===== config.mk =====
export PLATFORM = sky130hd
export DESIGN_NAME = perm_sel_gen
export DESIGN_NICKNAME = d
export VERILOG_FILES = /design/src/rtl/perm_pkg.sv /design/src/rtl/perm_sel_gen_out_reg.sv /design/src/rtl/perm_sel_gen.sv
export SDC_FILE = /design/constraint.sdc
export NUM_CORES = 1
export LEC_CHECK = 0
export BUFFER_PORTS_ARGS = -buffer_cell sky130_fd_sc_hd__clkbuf_2
export CORE_ASPECT_RATIO = 0.7
export CORE_MARGIN = 8
export CORE_UTILIZATION = 35
export CTS_CLUSTER_DIAMETER = 60
export DETAILED_ROUTE_END_ITERATION = 8
export GPL_ROUTABILITY_DRIVEN = 0
export PLACE_DENSITY = 0.67
export SLEW_MARGIN = 20
export SYNTH_ARGS = -nofsm -noshare
export SYNTH_HDL_FRONTEND = slang
export SYNTH_SLANG_ARGS = --single-unit

===== constraint.sdc =====
create_clock -name clk -period 2.3 [get_ports clk]
set_input_delay 0.46 -clock clk [delete_from_list [all_inputs] [get_ports clk]]
set_output_delay 0.46 -clock clk [all_outputs]
set_load 0.02 [all_outputs]

===== src/rtl/perm_pkg.sv =====
// perm_pkg: shared FSM state type and lane-rotation selector helper for perm_sel_gen.
package perm_pkg;
  typedef enum logic [1:0] {IDLE, RUN, DRAIN} perm_state_t;
  localparam int P_N = 4;
  localparam int P_SELW = 2;
  localparam bit P_SEL_OK = P_SELW == $clog2(P_N);
  function automatic logic [P_N*P_SELW-1:0] rot_sel(input logic [P_SELW-1:0] rot);
    logic [P_N*P_SELW-1:0] s;
    s = '0;
    for (int i = 0; i < P_N; i++) s[i*P_SELW +: P_SELW] = P_SELW'(i) + rot;
    return s;
  endfunction
endpackage


===== src/rtl/perm_sel_gen_out_reg.sv =====
// perm_out_reg: single-entry valid/ready output register holding beat data and selector.
module perm_out_reg #(
  parameter int DW = 32,
  parameter int SW = 8
) (
  input  logic          clk,
  input  logic          rst,
  input  logic          load,
  input  logic          ready,
  input  logic [DW-1:0] d,
  input  logic [SW-1:0] s,
  output logic          valid,
  output logic [DW-1:0] q,
  output logic [SW-1:0] sel
);
  always_ff @(posedge clk or posedge rst) begin
    if (rst) begin
      valid <= 1'b0;
      q     <= '0;
      sel   <= '0;
    end else begin
      valid <= load | (valid & ~ready);
      if (load) begin
        q   <= d;
        sel <= s;
      end
    end
  end
endmodule


===== src/rtl/perm_sel_gen.sv =====
// perm_sel_gen: counts beats/stages of a transform pass and emits registered
// lane-rotation selectors alongside each accepted beat for the scatter network.
module perm_sel_gen
  import perm_pkg::*;
#(
  parameter int N      = 4,
  parameter int W      = 8,
  parameter int SELW   = 2,
  parameter int BEATS  = 4,
  parameter int STAGES = 3
) (
  input  logic              clk,
  input  logic              rst,
  input  logic              start,
  input  logic              in_valid,
  output logic              in_ready,
  input  logic [N*W-1:0]    in_data,
  output logic              out_valid,
  input  logic              out_ready,
  output logic [N*W-1:0]    out_data,
  output logic [N*SELW-1:0] out_sel,
  output logic              busy,
  output logic              done
);
  localparam int BW = BEATS > 1 ? $clog2(BEATS) : 1;
  localparam int SW = STAGES > 1 ? $clog2(STAGES) : 1;

  if (SELW != $clog2(N) || N < 2 || (N & (N - 1)) != 0) begin : g_bad_cfg
    $error("perm_sel_gen: N must be a power of two >= 2 and SELW == clog2(N)");
  end

  perm_state_t state, state_n;
  logic [BW-1:0] beat_cnt;
  logic [SW-1:0] stage_cnt;
  logic [SELW-1:0] rot;
  logic [N*SELW-1:0] sel_n;
  logic accept, beat_last, pass_last, drain_ok;

  assign in_ready  = state == RUN && (!out_valid || out_ready);
  assign accept    = in_valid && in_ready;
  assign beat_last = beat_cnt == BW'(BEATS - 1);
  assign pass_last = beat_last && stage_cnt == SW'(STAGES - 1);
  assign drain_ok  = !out_valid || out_ready;
  assign busy      = state != IDLE;
  assign done      = state == DRAIN && drain_ok;
  // Low SELW bits of each counter sum to the same value mod N as the full sum.
  assign rot       = SELW'(beat_cnt) + SELW'(stage_cnt);

  if (N == P_N && SELW == P_SELW && P_SEL_OK) begin : g_pkg_sel
    assign sel_n = rot_sel(rot);
  end else begin : g_gen_sel
    always_comb begin
      sel_n = '0;
      for (int i = 0; i < N; i++) sel_n[i*SELW +: SELW] = SELW'(i) + rot;
    end
  end

  always_comb begin
    state_n = (state == IDLE && start)               ? RUN   :
              (state == RUN && accept && pass_last)  ? DRAIN :
              (state == DRAIN && drain_ok)           ? IDLE  : state;
  end

  always_ff @(posedge clk or posedge rst) begin
    if (rst) begin
      state     <= IDLE;
      beat_cnt  <= '0;
      stage_cnt <= '0;
    end else begin
      state <= state_n;
      if (state == IDLE && start) begin
        beat_cnt  <= '0;
        stage_cnt <= '0;
      end else if (accept) begin
        beat_cnt <= beat_last ? '0 : beat_cnt + 1'b1;
        if (beat_last) stage_cnt <= stage_cnt + 1'b1;
      end
    end
  end

  perm_out_reg #(.DW(N*W), .SW(N*SELW)) u_out (
    .clk   (clk),
    .rst   (rst),
    .load  (accept),
    .ready (out_ready),
    .d     (in_data),
    .s     (sel_n),
    .valid (out_valid),
    .q     (out_data),
    .sel   (out_sel)
  );
endmodule

==> qor.yml, run 1 <==
run_status:
  outcome: "complete, no violations"
worst_setup_path:
  timing.rr.start: "state[0]$_DFFE_PP0P_"
  path_max_fanout: 9
  r2r_cells: 4
  cp-end-kind: "output port"
  r2r_end: "u_out.q[4]$_DFFE_PP0P_"
  crit_arrival_ns: 1.42
  cp-start-kind: "register"
  path_class: "reg2out"
  required_ns: 1.84
  r2r_setup_slack_ns: 0.44
clock_network:
  cts_sinks: 45
  root_buffer: "clkbuf_8"
  htree_levels: 2
  cts_setup_buffers: 0
  clkTransAtPathRegs_ns: 0.08
  cts_made_buffers: 5
  cts_resized: 0
  cts_tree: "yes"
  hold_buffers: 0
  clock_path_buffers: 2
  worstSkewPairLatency_ns: 0.29
routing:
  drt-total-wl_um: 4498
  ant_nets: 0
  drc: 0
  vias: 1342
  drtIter0Drc: 27
  vias_per_cell: 4.596
  dr.pass1.iters: 4
  wl_per_cell_um: 15.40
yosys:
  synth_simple_gate_area_share_pct: 7.134
  synth_edf_count: 0
  muxShareOfSynthArea_pct: 22.72
  synth_warnings: 0
  synthTopCellsByArea: "dfrtp_1 56%, mux2_4 12%, mux2_2 11%"
  ys_seq_elements: 45
  synth_top_family_by_area: "multiplexers"
  synth_top_area_share_pct: 56.32
  synth.largest_area_cell: "dfrtp_1"
  yosysMostFrequentCell: "dfrtp_1"
  yosysSeqAreaShare_pct: 56.32
  synth-xor-area-share_pct: 1.627
  syn_area_per_cell_um2: 14.81
  ys.flop_type: "dfrtp_1"
  synth_fp_nets: 175
  netlist_area_um2: 1999
  async_flop_share_pct: 100.0
  ys_types: 32
  syn_inst: 135
  synth-compound-area-share_pct: 5.382
  synthAdderAreaFrac_pct: 1.877
  yosys-top-cells-count: "45 x dfrtp_1, 19 x mux2_2, 16 x mux2_4, 5 x nand2_1"
final_layout:
  final_nets: 256
  area_growth_pct: 26.10
  drive_gt1_share_pct: 59.45
  final_util_pct: 44.93
  ff_latch_area_um2: 1126
  n_fill_cell: 531
  n_antenna_cell: 0
  multi_input_area_um2: 774.5
  instances_no_fill: 292
timing:
  setup_viol: 0
  rsz0062_at_grt: "no"
  fmax_ghz: 0.5329
  skew_ns: 0.007151
  slew_viol_final: 0
  period_share_pct: 81.59
  max_slew_margin_pct: 64.59
  hold_viol_final: 0
  period_minus_slack_ns: 1.877
  totalNegativeSetupSlack_ns: 0
  setup_ws_ns: 0.4234
  worstMarginPinSlew_ns: 0.5304
place:
  dp_slack_ns: 0.3480
  portBuffers: 80
  dpl.cell_count: 284
  hpwl_um: 3510
global_route:
  grt_use_total_pct: 10.93
  grt_max_degree: 27
  first_global_vias: 1479
  grt_first_pass_wirelength_um: 7424
  overflow: 0
  antenna_found_initial: 0
min_path:
  hold_path.class: "in2async"
floorplanning:
  initial_core_util_pct: 35.63
  die_area_um2: 8425
  pin_count: 81
  die_h_um: 79.24
  core_um2: 5612
  num_rows: 23
  die_w_um: 106.3
flow_run:
  cap_violations: 0
pwr:
  ir_drop_mv: 0.6770
  powerDensity_nw_per_um2: 1593
  p_total_w: 0.004017
  leakage_nw: 1.254
[worst max-delay path by stage]
stage	startpoint	to	slack (ns)	cells after the start
3_5_place_dp	out_ready	u_out.q[4]$_DFFE_PP0P_	0.35	5
5_1_grt	u_out.valid$_DFF_PP0_	done	0.32	4
2_1_floorplan	out_ready	in_ready	0.65	3
3_3_place_gp	out_ready	u_out.q[28]$_DFFE_PP0P_	0.40	5
6_report	u_out.valid$_DFF_PP0_	done	0.42	4
4_1_cts	u_out.valid$_DFF_PP0_	done	0.40	4
[worst max-delay path, cell delays in order, from the launching register on]
cell and delay [ns]:
dfrtp_1 0.38, nand2b_1 0.23, nor2b_1 0.23, and2_1 0.14, clkbuf_2 0.16
[kinds of logic after synthesis]
logic type / after synthesis
adders and majority gates: 3
AOI/OAI and AO/OA: 15
xor gates and xnor gates: 2
muxes: 35
buffers and inverters: 12
DFF: 45
and+or+nand+nor: 23
[state kept, by name, indices dropped and copies added, names as in the netlist]
signal and cells:
stage_cnt 2, state 2, u_out.valid 1, beat_cnt 2, u_out.sel 6, u_out.q 32
[cells in the final DEF (no fill, tap or decap), types with 2 or more instances in the layout]
| cell | n |
|---|---|
| clkbuf_2 | 80 |
| dfrtp_1 | 45 |
| mux2_2 | 19 |
| mux2_4 | 16 |
| nand2_1 | 5 |
| clkbuf_8 | 5 |
| a31oi_1 | 4 |
| a21oi_1 | 4 |
| nand4_1 | 3 |
| and2_1 | 3 |
| nor2b_1 | 3 |
| ha_1 | 3 |
| clkbuf_1 | 3 |
| inv_1 | 2 |
| nor2_1 | 2 |
| o211ai_1 | 2 |
| buf_4 | 2 |
[layout make-up]
cell class | count | share of cell area (%)
clock buffers | 8 | 3.176
inverters | 3 | 0.4466
well taps | 75 | 3.722
flip-flops and latches | 45 | 44.66
multi-input cells | 78 | 30.72
repair buffers | 83 | 17.27
[metrics by stage]
| stage | area, um^2 | hold slack, ns |
|---|---|---|
| after global placement | 2441 | 0.4905 |
| after detailed placement | 2441 | 0.4948 |
| after global routing | 2521 | 0.2145 |
| after floorplan | 1999 | 0.5401 |
| final | 2521 | 0.1847 |
| after CTS | 2521 | 0.1970 |
[power by group]
group,internal (W),switching [W]
clock network,0.000216,0.000241
logic,0.000976,0.00113
registers,0.00119,0.000262
total,0.00239,0.00163
[routing by layer]
metal / global-route usage, % / part of all wire (%) / up-vias
li1: - / - / 635
met1: 14.41 / 47 / 642
met2: 15.32 / 40 / 60
met3: 5.335 / 12 / 5
met4: 3.357 / 0.76 / 0
met5: 0 / 0 / -
Power figures use the tool's default switching activity.
==> run 2, diff against run 1 <==
--- a/config.mk
+++ b/config.mk
@@ -5,6 +5,7 @@
 export SDC_FILE = /design/constraint.sdc
 export NUM_CORES = 1
 export LEC_CHECK = 0
+export ABC_AREA = 1
 export BUFFER_PORTS_ARGS = -buffer_cell sky130_fd_sc_hd__clkbuf_2
 export CORE_ASPECT_RATIO = 0.7
 export CORE_MARGIN = 8
@@ -12,7 +13,7 @@
 export CTS_CLUSTER_DIAMETER = 60
 export DETAILED_ROUTE_END_ITERATION = 8
 export GPL_ROUTABILITY_DRIVEN = 0
-export PLACE_DENSITY = 0.67
+export PLACE_DENSITY = 0.7
 export SLEW_MARGIN = 20
 export SYNTH_ARGS = -nofsm -noshare
 export SYNTH_HDL_FRONTEND = slang
==> constraint.sdc (replaced) <==
create_clock -name clk -period 1.6 [get_ports clk]
set_input_delay 0.32 -clock clk [delete_from_list [all_inputs] [get_ports clk]]
set_output_delay 0.32 -clock clk [all_outputs]
set_load 0.02 [all_outputs]
==> run 2 against run 1 <==
Against the previous run: synthesized cell count increased by 61%; sequential share of layout area increased by 1.6 points; register-to-register slack lost 0.20 ns; via count is 22% higher; largest cell class unchanged.
==> qor.yml, run 2 <==
worst_setup_path:
  crit_arrival_ns: 1.17
  required_ns: 1.28
  cp-start-kind: "register"
  path_class: "reg2out"
  path_max_fanout: 4
  cp-end-kind: "output port"
pwr:
  ir_drop_mv: 0.8443
  p_total_w: 0.005328
  powerDensity_nw_per_um2: 2188
  leakage_nw: 1.438
final_layout:
  layout_commonest_cell: "nand2_1"
  final_nets: 341
  layout_common_cells: "127 x nand2_1, 79 x clkbuf_2, 45 x dfrtp_1"
  largest_reg_flops: 32
  largest_registers: "u_out.q: 32 flops, u_out.sel: 6 flops"
  area_growth_pct: 28.20
  instances_no_fill: 374
  design_area_um2: 2435
  n_antenna_cell: 0
  drive_gt1_share_pct: 32.78
  largest_register: "u_out.q"
global_route:
  grt_first_pass_wirelength_um: 7790
  grt_use_total_pct: 11.48
  overflow: 0
  grt_max_degree: 30
  first_global_vias: 1741
  antenna_found_initial: 0
yosys:
  synth.largest_area_cell: "dfrtp_1"
  synthTopCellsByArea: "dfrtp_1 59%, nand2_1 25%, buf_6 2.4%"
  yosysMostFrequentCell: "nand2_1"
  netlist_area_um2: 1899
  yosys-top-cells-count: "127 x nand2_1, 45 x dfrtp_1, 11 x inv_1, 7 x nand3_1, 5 x buf_4"
  syn_area_per_cell_um2: 8.712
  yosysSeqAreaShare_pct: 59.29
  synth_fp_nets: 258
  ys_types: 18
  syn_inst: 218
  ys.flop_type: "dfrtp_1"
  synth_warnings: 0
  synth_edf_count: 0
  async_flop_share_pct: 100.0
  ys_seq_elements: 45
  synth_top_area_share_pct: 59.29
timing:
  worstMarginPinSlew_ns: 0.3444
  max_slew_margin_pct: 77.04
  period_minus_slack_ns: 1.490
  hold_viol_final: 0
  skew_ns: 0.009098
  setup_ws_ns: 0.1101
  period_share_pct: 93.12
  fmax_ghz: 0.6712
  setup_viol: 0
  rsz0062_at_grt: "no"
  totalNegativeSetupSlack_ns: 0
  slew_viol_final: 0
routing:
  ant_nets: 0
  drt-total-wl_um: 4584
  wl_per_cell_um: 12.26
  drc: 0
  vias_per_cell: 4.369
  dr.pass1.iters: 4
  drtIter0Drc: 47
  vias: 1634
clock_network:
  cts_setup_buffers: 0
  cts_sinks: 45
  cts_tree: "yes"
  cts_made_buffers: 5
  worstSkewPairLatency_ns: 0.29
  hold_buffers: 0
  htree_levels: 2
  cts_resized: 0
  clkTransAtPathRegs_ns: 0.08
  clock_path_buffers: 2
  root_buffer: "clkbuf_8"
place:
  dpl.cell_count: 366
  hpwl_um: 3584
  placedInstanceArea_um2: 2349
  dp_slack_ns: 0.1931
  portBuffers: 80
floorplanning:
  pin_count: 81
  num_rows: 22
  die_area_um2: 8078
  initial_core_util_pct: 36.32
  die_h_um: 77.64
  core_um2: 5230
  die_w_um: 104.0
flow_run:
  cap_violations: 0
min_path:
  hold_path.class: "in2async"
run_status:
  outcome: "complete, no violations"
## run 2: cell types whose count changed after synthesis, sizes merged, moves of 4 or more
cell / change
nand2: +123
nor2b: -4
a31oi: -4
mux2: -35
a21oi: -4
nand3: +8
inv: +10
## run 2: report_power, final
part | internal [W] | switching, W
clock network | 0.000309 | 0.000365
registers | 0.00169 | 0.000342
logic | 0.000866 | 0.00176
total | 0.00286 | 0.00246
## run 2: final cells by class
class	instances	area, um^2
clock buffers	7	76.32
clock inverters	1	7.507
fillers	519	2795
inverters	13	48.80
multi-input cells	150	638.1
flip-flops and latches	45	1126
well taps	72	90.09
repair buffers	86	447.9
## run 2: worst max-delay path, stage by stage, from the launching register on
cell and delay, ns:
dfrtp_1 0.38, nand2_1 0.13, nand2_1 0.07, nor2_1 0.13
buf_4 0.16
## run 2: logic make-up after synthesis
logic type / after synthesis / synth area share, %
flops: 45 / 59.29
simple gates: 142 / 30.04
compound gates: 5 / 1.581
fa+ha+maj: 3 / 1.976
buf+inv: 23 / 7.115
## run 2: path summary, 6_finish.rpt
kind | cells past startpoint | slack (ns) | end | start
worst max-delay path | 4 | 0.11 | done | u_out.valid$_DFF_PP0_
worst min-delay path | 3 | 0.02 | u_out.q[6]$_DFFE_PP0P_ | rst
worst max register to register | 6 | 0.24 | u_out.q[28]$_DFFE_PP0P_ | state[1]$_DFFE_PP0P_
worst min register to register | 2 | 0.48 | u_out.q[4]$_DFFE_PP0P_ | u_out.q[4]$_DFFE_PP0P_
max in group asynchronous | 3 | 1.27 | u_out.sel[6]$_DFFE_PP0P_ | rst
min in group clk | 3 | 0.22 | u_out.q[10]$_DFFE_PP0P_ | in_data[10]
## run 2: through the flow
| step | util [%] | hold slack [ns] |
|---|---|---|
| 6_report | 46.56 | 0.01506 |
| 5_1_grt | 46.56 | 0.03592 |
| 2_1_floorplan | - | 0.4296 |
| 3_5_place_dp | 44.90 | 0.3420 |
| 4_1_cts | 46.51 | 0.01673 |
| 3_3_place_gp | 44.90 | 0.3454 |
## run 2: routing by layer
layer / track usage (%) / routed length, um / share of wire, % / vias to the layer above
li1: - / - / - / 822
met1: 13.72 / 2122 / 46 / 746
met2: 17.56 / 1943 / 42 / 59
met3: 5.611 / 459 / 10 / 7
met4: 4.317 / 59 / 1.3 / 0
met5: 0 / 0 / 0 / -
